===== config.mk =====
export PLATFORM = sky130hd
export DESIGN_NAME = qpi_mem_arbiter
export DESIGN_NICKNAME = d
export VERILOG_FILES = /design/src/rtl/qpi_mem_arbiter.sv
export SDC_FILE = /design/constraint.sdc
export NUM_CORES = 1
export LEC_CHECK = 0
export CAP_MARGIN = 5
export CELL_PAD_IN_SITES_DETAIL_PLACEMENT = 0
export CELL_PAD_IN_SITES_GLOBAL_PLACEMENT = 1
export CORE_MARGIN = 5
export CORE_UTILIZATION = 11
export CTS_CLUSTER_DIAMETER = 150
export DETAILED_ROUTE_END_ITERATION = 12
export PLACE_DENSITY = 0.81
export SYNTH_ARGS = -nofsm -noshare
export SYNTH_HDL_FRONTEND = slang
export SYNTH_SLANG_ARGS = --single-unit

===== constraint.sdc =====
create_clock -name clk -period 2.2 [get_ports clk]
set_input_delay 0.55 -clock clk [delete_from_list [all_inputs] [get_ports clk]]
set_output_delay 0.55 -clock clk [all_outputs]
set_load 0.02 [all_outputs]

===== src/rtl/qpi_mem_arbiter.sv =====
// Two-port burst arbiter in front of one QPI memory port.
// Grants whole bursts round-robin (or fixed priority) and waits for memory idle on release.
module qpi_mem_arbiter #(
    parameter int AW         = 24,
    parameter int DW         = 32,
    parameter int FIXED_PRIO = 0
) (
    input  logic          clk,
    input  logic          rst,
    input  logic          m0_do_read,
    input  logic          m0_do_write,
    input  logic [AW-1:0] m0_addr,
    input  logic [DW-1:0] m0_wdata,
    output logic [DW-1:0] m0_rdata,
    output logic          m0_next_word,
    output logic          m0_is_idle,
    input  logic          m1_do_read,
    input  logic          m1_do_write,
    input  logic [AW-1:0] m1_addr,
    input  logic [DW-1:0] m1_wdata,
    output logic [DW-1:0] m1_rdata,
    output logic          m1_next_word,
    output logic          m1_is_idle,
    output logic          s_do_read,
    output logic          s_do_write,
    output logic [AW-1:0] s_addr,
    output logic [DW-1:0] s_wdata,
    input  logic [DW-1:0] s_rdata,
    input  logic          s_next_word,
    input  logic          s_is_idle
);

    typedef enum logic [1:0] {
        IDLE    = 2'd0,
        GRANT0  = 2'd1,
        GRANT1  = 2'd2,
        RELEASE = 2'd3
    } state_t;

    state_t state, state_nx;
    logic   owner, owner_nx;
    logic   rr_ptr, rr_nx;
    logic   req0, req1;
    logic   pick;
    logic   g0, g1;

    assign req0 = m0_do_read | m0_do_write;
    assign req1 = m1_do_read | m1_do_write;
    assign g0   = (state == GRANT0);
    assign g1   = (state == GRANT1);

    // State, owner and round-robin pointer registers
    always_ff @(posedge clk or negedge rst) begin
        if (!rst) begin
            state  <= IDLE;
            owner  <= 1'b0;
            rr_ptr <= 1'b0;
        end else begin
            state  <= state_nx;
            owner  <= owner_nx;
            rr_ptr <= rr_nx;
        end
    end

    // Arbitration choice and next-state logic
    always_comb begin
        state_nx = state;
        owner_nx = owner;
        rr_nx    = rr_ptr;
        pick     = 1'b0;
        if (req0 && req1) begin
            pick = (FIXED_PRIO != 0) ? 1'b0 : rr_ptr;
        end else begin
            pick = req1;
        end
        unique case (state)
            IDLE: begin
                if (s_is_idle && (req0 || req1)) begin
                    state_nx = pick ? GRANT1 : GRANT0;
                    owner_nx = pick;
                end
            end
            GRANT0: begin
                if (!req0) begin
                    state_nx = RELEASE;
                    rr_nx    = 1'b1;
                end
            end
            GRANT1: begin
                if (!req1) begin
                    state_nx = RELEASE;
                    rr_nx    = 1'b0;
                end
            end
            RELEASE: begin
                if (s_is_idle) begin
                    state_nx = IDLE;
                end
            end
            default: state_nx = IDLE;
        endcase
    end

    // Steer the granted requester onto the memory port; read beats write
    always_comb begin
        s_do_read  = (g0 & m0_do_read) | (g1 & m1_do_read);
        s_do_write = (g0 & m0_do_write & ~m0_do_read)
                   | (g1 & m1_do_write & ~m1_do_read);
        s_addr     = '0;
        s_wdata    = '0;
        if (g0) begin
            s_addr  = m0_addr;
            s_wdata = m0_wdata;
        end else if (g1) begin
            s_addr  = m1_addr;
            s_wdata = m1_wdata;
        end
    end

    // Return strobes to the owner only; idle reflects grant and pending release
    always_comb begin
        m0_rdata     = s_rdata;
        m1_rdata     = s_rdata;
        m0_next_word = g0 & s_next_word;
        m1_next_word = g1 & s_next_word;
        m0_is_idle   = ~(g0 | ((state == RELEASE) & ~owner));
        m1_is_idle   = ~(g1 | ((state == RELEASE) & owner));
    end

endmodule


==> results.ini <==
[sta]
drv_slew = 0
clock_skew_ns = 0.000468
finalCritPeriodShare = 1.02
setup_viol = 27
rsz0062_at_grt = true
min_period_ns = 2.24
setup_tns_ns = -0.453
maxClockFrequency_ghz = 0.447
layout_setup_ws_ns = -0.0381
finalHoldViolations = 0
maxSlewHeadroom = 0.797
worst_slew_pin_slew_ns = 0.301

[placed_design]
gp_congestion = 0.796
hpwlAfterDp_um = 6280
post-place-cells = 465
placed_cell_area_mm2 = 0.00301
io_buffers = 181

[worst_setup_path]
critPathMaxFanout = 7
cp_num_cells = 7
crit_path_end_kind = primary output
cp_num_buf_inv = 4
r2r_cells = 8
crit_family = buffers and inverters
cp_cell_sequence = inv_2 > ha_4 > nor2b_4 > buf_6 > buf_16 > a22o_1 > buf_6
cp-start-kind = register
reg2reg_from = state[0]
crit_arrival_ns = 1.69
path_common_cell = buf_6
criticalPathCategory = register to primary output
cp_data_required_time_ns = 1.65
rrSetupSlack_ns = 0.43
cp_slowest_cell = dfrtp_2
cp_slowest_stage_delay_ns = 0.43
startpoint = state[0]

[die]
die_area_mm2 = 0.0152
coreArea_mm2 = 0.0126
rows = 41
die_y_um = 123
die_width_um = 123
num_io_pins = 278
start_util = 0.112

[power_and_ir_drop]
leakage_nw = 1.39
peakVddDrop_v = 0.000459
powerDensity_mw_per_mm2 = 1290

[routing]
route.detailed.drc = 0
vias = 1841
ant_nets = 0
drt_wl_total_um = 8190
wl_per_cell_um = 17.0
dr.pass1.iters = 4
via_per_inst = 3.83
drt-initial-drc-count = 66

[outcome]
outcome = finished, violations left
violations = setup timing

[final_layout]
drive_gt1_frac = 0.314
final_nets = 468
final-instance-count-excl-fill = 481
antennaDiodeCount = 0
finish.instance_area_mm2 = 0.00324
area_growth_pct = 129

[clock_network]
clkSlewWorstSetupHoldPaths_ns = 0.03
clock_sinks = 4
clock_path_buffers = 2
htreeDepth = 1
cts_tree = built
clock_latency_ns = 0.22
root_buffer = clkbuf_16
cts_buffers = 3

[yosys]
ys_seq_area_frac = 0.0707
synth-edff-count = 0
netlist_instances = 177
yosysTopAreaCellShare = 0.371
ys_warn_count = 0
syn_area_mm2 = 0.00142
yosysTopAreaCell = buf_4
ys_top_cells_by_area = buf_4, a22o_1, dfrtp_1, ha_1, o21ai_0
avgSynthCellArea_um2 = 7.99
synth_nets = 334
ys.flop_type = dfrtp_1
synthArstFlopShare = 1.00
ys_ff_latch = 4
yosysUniqueCellTypes = 22

[global_routing]
gr-usage-all-layers = 0.0900
grt_pass1_wl_um = 10800
antenna_found_initial = 1
grt_overflow = 0
grt_max_degree = 30
grt_pass1_vias = 1852

[job]
cap_viol_max_count = 0

[hold_path]
hold_class = primary input to async pin

## logic make-up after synthesis
kind of cell,after synthesis,synth area share
AO/OA/AOI/OAI,72,0.417
buffers and inverters,81,0.401
flip-flops,4,0.0707
adder cells (fa/ha/maj),5,0.0442
multiplexers,2,0.0177
AND/OR/NAND/NOR,13,0.0486
## power breakdown
group | internal (W) | switching [W]
registers | 0.000112 | 0.0000409
logic | 0.00192 | 0.00183
clock network | 0.000232 | 0.0000505
total | 0.00227 | 0.00193
## placed cells by master (no fill, tap or decap), drive strengths merged
| cell type | n |
|---|---|
| clkdlybuf4s50 | 119 |
| buf | 82 |
| a22o | 56 |
| o21ai | 9 |
| nand2 | 5 |
| clkbuf | 5 |
| ha | 5 |
| dfrtp | 4 |
| inv | 4 |
| a21oi | 3 |
| and2 | 2 |
| nor2 | 2 |
| dlygate4sd2 | 2 |
| nor2b | 2 |
| nand3b | 1 |
| o221ai | 1 |
| o41ai | 1 |
| nand3 | 1 |
| mux2 | 1 |
| o22ai | 1 |
| o2bb2ai | 1 |
| mux2i | 1 |
| bufbuf | 1 |
## timing repair
item,4_1_cts,5_1_grt
pin swaps,1,3
gates resized for setup,237,66
gates cloned,3,2
hold buffers,0,0
setup endpoints to repair,57,47
buffers inserted,5,3
## synthesized netlist by cell type (2+ instances only)
library cell	number
buf_4	70
a22o_1	56
o21ai_0	8
clkbuf_1	6
ha_1	5
nand2_1	5
dfrtp_1	4
inv_1	4
a21oi_1	3
and2_1	2
nor2_1	2
nor2b_1	2
## path summary, 6_finish.rpt
check | end
worst max-delay path | s_wdata[14]
worst min-delay path | rr_ptr
worst max register to register | state[1]
worst min register to register | owner
max in group asynchronous | state[0]
min in group clk | owner
## routing by layer
layer  GRT usage  up-vias  routed length (um)
met5           0        -                  12
met4      0.0284        2                 159
met3      0.0348       22                1080
met2       0.155      122                4060
met1       0.102      839                2880
li1            -      856                   -
## stage by stage
| stage | utilization | hold slack (ns) | setup slack, ns | power, W |
|---|---|---|---|---|
| global placement | 0.239 | 0.529 | -0.221 | 0.00352 |
| CTS | 0.239 | 0.543 | -0.0453 | 0.00377 |
| finish | 0.257 | 0.546 | -0.0381 | 0.00419 |
| detailed placement | 0.239 | 0.537 | -0.204 | 0.00353 |
| global route | 0.257 | 0.573 | -0.126 | 0.00445 |
| floorplan | - | 0.254 | 0.195 | 0.00207 |
## flip-flops by register name, summed over array words and instances, names as in the netlist
signal / cells
state: 2
owner: 1
rr_ptr: 1
## layout make-up
cell class              instances  area (um^2)
repair buffers                206         2060
clock buffers                   3         75.1
fillers                      1370         9380
well taps                     172          215
inverters                       4         15.0
flip-flops and latches          4          101
multi-input cells              92          779
(Power assumes the default switching activity.)
